[src/rtl/vram_writer.sv]
// vram_writer
//   Turns a valid/ready stream of ASCII bytes into writes on an 80x30
//   character VRAM. It keeps a text cursor and handles CR, LF, BS and FF.
//   LF, or a wrap at column 79, on the last row starts a line clear.
//   FF clears the whole screen one cell per cycle.
//
// Ports
//   i_clk          system clock, rising edge
//   i_rst          asynchronous, active-high reset
//   i_ch_valid     a byte is offered
//   i_ch_data      ASCII byte, sampled only when the transfer happens
//   o_ch_ready     high only while idle
//   o_vram_we      VRAM write strobe
//   o_vram_addr    physical cell address, 80*physical_row + col
//   o_vram_data    byte written
//   o_cursor_row   logical cursor row, 0..29
//   o_cursor_col   cursor column, 0..79
//   o_scroll_base  physical row shown at the top of the screen
//
// Configuration
//   VRAM_WRITER_SCROLL_EN  defined: a newline on row 29 scrolls by one row.
//                          undefined: scroll_base stays 0, and a newline on
//                          row 29 wraps to row 0 and clears that row.
//
// state        | meaning
// S_IDLE       | ready for a byte
// S_WRITE      | one character or backspace write is on the port
// S_CLR_LINE   | writing 0x20 across the cursor row, col 0..79
// S_CLR_SCREEN | writing 0x20 to addresses 0..2399
module vram_writer (
  input  logic        i_clk,
  input  logic        i_rst,
  input  logic        i_ch_valid,
  input  logic [7:0]  i_ch_data,
  output logic        o_ch_ready,
  output logic        o_vram_we,
  output logic [11:0] o_vram_addr,
  output logic [7:0]  o_vram_data,
  output logic [4:0]  o_cursor_row,
  output logic [6:0]  o_cursor_col,
  output logic [4:0]  o_scroll_base
);

  localparam logic [6:0]  LAST_COL   = 7'd79;
  localparam logic [4:0]  LAST_ROW   = 5'd29;
  localparam logic [11:0] LINE_CELLS = 12'd80;
  localparam logic [11:0] SCR_CELLS  = 12'd2400;

  typedef enum logic [1:0] {S_IDLE, S_WRITE, S_CLR_LINE, S_CLR_SCREEN} state_t;

  state_t      r_state, w_state;
  logic [4:0]  r_row, w_row;
  logic [6:0]  r_col, w_col;
  logic [4:0]  r_sb, w_sb;
  logic [11:0] r_cnt, w_cnt;
  logic        r_pend, w_pend;
  logic        r_we, w_we;
  logic [11:0] r_addr, w_addr;
  logic [7:0]  r_data, w_data;

  logic [4:0]  w_nl_row, w_nl_sb;
  logic        w_nl_clr;
  logic        w_xfer, w_printable;

  // Physical address of a logical (row, col). The row sum is at most 58,
  // so a single conditional subtract gives the mod-30 result.
  function automatic logic [11:0] f_addr(input logic [4:0] row,
                                         input logic [4:0] sb,
                                         input logic [6:0] col);
    logic [5:0] sum;
    logic [4:0] prow;
    sum  = {1'b0, row} + {1'b0, sb};
    prow = (sum >= 6'd30) ? 5'(sum - 6'd30) : sum[4:0];
    return {1'b0, prow, 6'b0} + {3'b0, prow, 4'b0} + {5'b0, col};
  endfunction

  assign w_xfer      = i_ch_valid && (r_state == S_IDLE);
  assign w_printable = (i_ch_data >= 8'h20) && (i_ch_data <= 8'h7E);

  // Cursor and scroll position after a newline. w_nl_clr means the row the
  // cursor lands on has to be blanked.
  always_comb begin
    w_nl_row = r_row + 5'd1;
    w_nl_sb  = r_sb;
    w_nl_clr = 1'b0;
    if (r_row == LAST_ROW) begin
      w_nl_clr = 1'b1;
`ifdef VRAM_WRITER_SCROLL_EN
      w_nl_row = LAST_ROW;
      w_nl_sb  = (r_sb == LAST_ROW) ? 5'd0 : r_sb + 5'd1;
`else
      w_nl_row = 5'd0;
      w_nl_sb  = 5'd0;
`endif
    end
  end

  always_comb begin
    w_state = r_state;
    w_row   = r_row;
    w_col   = r_col;
    w_sb    = r_sb;
    w_cnt   = r_cnt;
    w_pend  = r_pend;
    w_we    = 1'b0;
    w_addr  = r_addr;
    w_data  = r_data;
    case (r_state)
      S_IDLE: begin
        if (w_xfer) begin
          if (w_printable) begin
            w_we    = 1'b1;
            w_addr  = f_addr(r_row, r_sb, r_col);
            w_data  = i_ch_data;
            w_state = S_WRITE;
            if (r_col != LAST_COL) begin
              w_col = r_col + 7'd1;
            end else begin
              w_col  = 7'd0;
              w_row  = w_nl_row;
              w_sb   = w_nl_sb;
              w_pend = w_nl_clr;
            end
          end else begin
            case (i_ch_data)
              8'h0D: w_col = 7'd0;
              8'h0A: begin
                w_col = 7'd0;
                w_row = w_nl_row;
                w_sb  = w_nl_sb;
                if (w_nl_clr) begin
                  w_state = S_CLR_LINE;
                  w_cnt   = 12'd0;
                end
              end
              8'h08: begin
                if (r_col != 7'd0) begin
                  w_col   = r_col - 7'd1;
                  w_we    = 1'b1;
                  w_addr  = f_addr(r_row, r_sb, r_col - 7'd1);
                  w_data  = 8'h20;
                  w_state = S_WRITE;
                end
              end
              8'h0C: begin
                w_state = S_CLR_SCREEN;
                w_cnt   = 12'd0;
              end
              default: ;
            endcase
          end
        end
      end
      S_WRITE: begin
        // A character written at column 79 of the last row still owes a
        // line clear.
        if (r_pend) begin
          w_pend  = 1'b0;
          w_cnt   = 12'd0;
          w_state = S_CLR_LINE;
        end else begin
          w_state = S_IDLE;
        end
      end
      S_CLR_LINE: begin
        if (r_cnt == LINE_CELLS) begin
          w_state = S_IDLE;
        end else begin
          w_we   = 1'b1;
          w_addr = f_addr(r_row, r_sb, r_cnt[6:0]);
          w_data = 8'h20;
          w_cnt  = r_cnt + 12'd1;
        end
      end
      S_CLR_SCREEN: begin
        if (r_cnt == SCR_CELLS) begin
          w_state = S_IDLE;
          w_row   = 5'd0;
          w_col   = 7'd0;
          w_sb    = 5'd0;
        end else begin
          w_we   = 1'b1;
          w_addr = r_cnt;
          w_data = 8'h20;
          w_cnt  = r_cnt + 12'd1;
        end
      end
      default: w_state = S_IDLE;
    endcase
  end

  always_ff @(posedge i_clk or posedge i_rst) begin
    if (i_rst) begin
      r_state <= S_IDLE;
      r_row   <= 5'd0;
      r_col   <= 7'd0;
      r_sb    <= 5'd0;
      r_cnt   <= 12'd0;
      r_pend  <= 1'b0;
      r_we    <= 1'b0;
      r_addr  <= 12'd0;
      r_data  <= 8'd0;
    end else begin
      r_state <= w_state;
      r_row   <= w_row;
      r_col   <= w_col;
      r_sb    <= w_sb;
      r_cnt   <= w_cnt;
      r_pend  <= w_pend;
      r_we    <= w_we;
      r_addr  <= w_addr;
      r_data  <= w_data;
    end
  end

  assign o_ch_ready   = (r_state == S_IDLE);
  assign o_vram_we    = r_we;
  assign o_vram_addr  = r_addr;
  assign o_vram_data  = r_data;
  assign o_cursor_row = r_row;
  assign o_cursor_col = r_col;
`ifdef VRAM_WRITER_SCROLL_EN
  assign o_scroll_base = r_sb;
`else
  assign o_scroll_base = 5'd0;
`endif

endmodule
[config.mk]
export PLATFORM = sky130hd
export DESIGN_NAME = vram_writer
export DESIGN_NICKNAME = d
export VERILOG_FILES = /design/src/rtl/vram_writer.sv
export SDC_FILE = /design/constraint.sdc
export NUM_CORES = 1
export LEC_CHECK = 0
export ABC_AREA = 1
export CAP_MARGIN = 20
export CELL_PAD_IN_SITES_DETAIL_PLACEMENT = 1
export CELL_PAD_IN_SITES_GLOBAL_PLACEMENT = 1
export CORE_MARGIN = 3
export CORE_UTILIZATION = 44
export DETAILED_ROUTE_END_ITERATION = 12
export GPL_TIMING_DRIVEN = 0
export PLACE_DENSITY = 0.89
export SYNTH_ARGS = -nofsm -noshare
export SYNTH_HDL_FRONTEND = slang
export SYNTH_SLANG_ARGS = --single-unit
[constraint.sdc]
create_clock -name i_clk -period 6.6 [get_ports i_clk]
set_input_delay 0.99 -clock i_clk [delete_from_list [all_inputs] [get_ports i_clk]]
set_output_delay 0.99 -clock i_clk [all_outputs]
set_load 0.005 [all_outputs]
==> results.ini <==
[route]
dr.pass1.iters = 4
vias = 3651
drt_iter0_markers = 128
drc = 0
totalWireLength_mm = 11.24
final_antenna_net_count = 0
viasPerCell = 5.507
wl_per_cell_microns = 16.95

[power_and_ir_drop]
intPower_mw = 0.4673
power_density_nw_per_um2 = 145.5
swShare = 0.2687
seqPwrFrac = 0.486
power.switching_mw = 0.1717
pwr-share-clk = 0.366
ir_drop_mv = 0.08109
leakage_nw = 2.126
comb_power_share = 0.148

[synth]
ys_ff_latch = 48
synth_edf_count = 0
synthFlopType = dfrtp_1
syn_area_sq_um = 3669
synth_cell_types = 48
synth.yosys.seq_area_share = 0.3274
synth_top_area_share = 0.3274
ys_top_cells_by_area = dfrtp_1 (33%), nand2_1 (9.4%), inv_1 (7.3%)
synth_area_per_cell_sq_um = 7.279
synthArstFlopShare = 1.000
synth_cells = 504
synth_top_area_cell = dfrtp_1
yosys_warnings = 0

[min_path]
hp-class = flop to flop
hold_depth = 2
hold_end = o_vram_data[2]
hp-start = o_vram_data[2]

[die]
boundaryPins = 50
start_util = 0.4628
die_h_microns = 97.31
placementRows = 32
die_w_microns = 97.31
core_sq_um = 7928
die-area_sq_um = 9469

[timing]
maxSlewViolCount = 0
fin_crit_sh = 0.6142
slew_headroom = 0.6631
clock_skew_ps = 6.173
fin_setup_tns_ps = 0
fmax_ghz = 0.2467
setup_slack_ps = 2546
min_period_ps = 4054
setup_violations = 0
max_slew.worst_pin.slew_ps = 505.3
hold_viol = 0
rsz0062_at_grt = false

[global_route]
grt_pass1_wl_mm = 18.93
grt_max_degree = 28
antenna_found_initial = 0
grt_overflow_total = 0
grt_usage = 0.2420
grt_pass1_vias = 3895

[setup_path]
cp_slowest_cell = clkdlybuf4s50_1
timing.rr.start = o_cursor_row[0]
crit_buf_inv = 3
worstPathRequired_ps = 6800
crit_fanout = 10
path_common_cell = nand2_1
reg2reg_depth = 15
reg2reg_slack_ps = 3510
worstPathCellList = clkdlybuf4s50_1 > nand2_1 > nor3_2 > nand4_1 > nand2_2 > clkbuf_1 > nand2_1 > o211ai_1 > o21ai_0 > fa_1 > nand2_1 > inv_1 > o21ai_0 > nor2_2 > nand3_1 > nand2_1 > nand3_1 > a21oi_2
crit_path_max_incr_delay_ps = 520
regToRegEndpoint = o_vram_addr[10]
cp_top_family = simple AND/OR/NAND/NOR gates
arrival_ps = 4260
worst_setup_path_start_kind = input port
path_class = input port to flop
cp-end-kind = flop

[clock_network]
cts_buffers = 5
ctsHoldBuffers = 0
cts_buffer_depth = 2
cts.sinks = 48
cts-root-buf = clkbuf_8
clk_pin_slew_ps = 90
post-cts-setup-buffer-count = 0
cts_tree = built
post_cts_resized = 0
clock_latency_ps = 310
htree_levels = 2

[placed_design]
gp_congestion = 0.9201
place.detailed.hpwl_mm = 8.867
pre_cts_ws_ps = 2226
numPortBuffers = 44

[finish]
nNetsFinal = 592
area_delta_synth_final_pct = 19.75
antennaDiodeCount = 0
layout-drive-gt1-share = 0.1052

[status]
outcome = complete, no violations

[job]
maxCapViolations = 0

[cells by family after synthesis]
logic type	after synthesis	synth area share
other	1	0.001022
and+or+nand+nor	232	0.3042
adders and majority gates	21	0.07367
AOI/OAI and AO/OA	96	0.1521
xor gates and xnor gates	12	0.02865
DFF	48	0.3274
buffers and inverters	94	0.1129
[power by group through the flow]
stage | Sequential [mW] | Clock, mW | Combinational, mW
2_1_floorplan | 0.315 | 0 | 0.0536
3_3_place_gp | 0.316 | 0 | 0.0897
3_5_place_dp | 0.316 | 0 | 0.0949
4_1_cts | 0.310 | 0.238 | 0.0955
5_1_grt | 0.312 | 0.250 | 0.106
6_report | 0.310 | 0.234 | 0.0945
[per-stage QoR]
stage                     hold WS [ps]  cells  power, mW  utilization  cell area [sq um]
final                            489.4    663     0.6390       0.5541               4393
after floorplan                  465.4    508     0.3682            -               3684
after global placement           454.0    654     0.4053       0.5363               4252
after detailed placement         473.7    655     0.4110       0.5388               4272
after global routing             528.2    663     0.6678       0.5541               4393
after CTS                        496.3    663     0.6435       0.5541               4393
[Yosys cell counts, types with 3 or more instances]
cell,number
nand2_1,92
inv_1,71
dfrtp_1,48
nor2_1,46
nand3_1,34
o21ai_0,33
a21oi_1,25
ha_1,20
nor3_1,16
nand4_1,14
xor2_1,11
o31ai_1,9
a31oi_1,8
buf_4,8
nand2_2,6
o21ai_1,6
inv_2,5
nand2_4,5
nor4_1,4
buf_2,3
buf_6,3
nor2_2,3
[worst register-to-register path: stages (launching register included)]
cell     delay (ps)
dfrtp_1         550
inv_1           140
ha_1            240
nor2_1          310
o31ai_1         130
inv_1           140
ha_1            250
ha_1            330
nand2_1         100
inv_1            60
o21ai_0         310
nor2_2          100
nand3_1         110
nand2_1          70
nand3_1         100
a21oi_2          60
[final cells by class]
cell class                 count  area, sq um
buffer                        18        128.9
clock buffer                   6        82.58
clock inverter                 2        38.79
fill                        1028         3535
inverter                      76        285.3
multi-input combinational    366         2068
sequential                    48         1201
tap                          102        127.6
timing repair buffer          45        460.4
[layout by cell type (no fill, tap or decap), types with 3 or more instances in the layout]
master           instances
o31ai_1                  9
ha_1                    20
xor2_1                  11
o21ai_1                  6
nor4_1                   4
nor2_2                   3
a31oi_1                  8
clkdlybuf4s50_1         44
o21ai_0                 33
inv_1                   70
nand3_1                 34
buf_6                    3
nor2_1                  46
nand2_2                  6
clkbuf_8                 6
nand2_1                 92
inv_2                    6
nor3_1                  16
conb_1                   5
buf_4                    8
nand2_4                  5
nand4_1                 14
a21oi_1                 25
buf_2                    3
dfrtp_1                 48
[sequential cells by signal, summed over array words and instances, names as in the netlist]
name	cells
o_vram_addr	12
o_vram_we	1
o_cursor_row	5
r_cnt	12
r_pend	1
o_cursor_col	7
r_state	2
o_vram_data	8
[how the worst max path moves through the flow]
stage / start / to / slack [ps] / cells past startpoint
2_1_floorplan: i_ch_data[6] / o_vram_addr[10] / 3350 / 17
3_3_place_gp: i_ch_data[2] / o_vram_addr[10] / 2390 / 18
3_5_place_dp: i_ch_data[2] / o_vram_addr[10] / 2230 / 18
4_1_cts: i_ch_data[2] / o_vram_addr[10] / 2550 / 18
5_1_grt: i_ch_data[2] / o_vram_addr[10] / 2210 / 18
6_report: i_ch_data[2] / o_vram_addr[10] / 2550 / 18
[per-layer routing]
metal	wire, microns	vias to the layer above	global-route usage
met5	0	-	0
met1	5034	1784	0.3056
li1	-	1779	-
met2	5651	74	0.4331
met4	163	0	0.06603
met3	386	14	0.03230
Power figures use the tool's default switching activity.
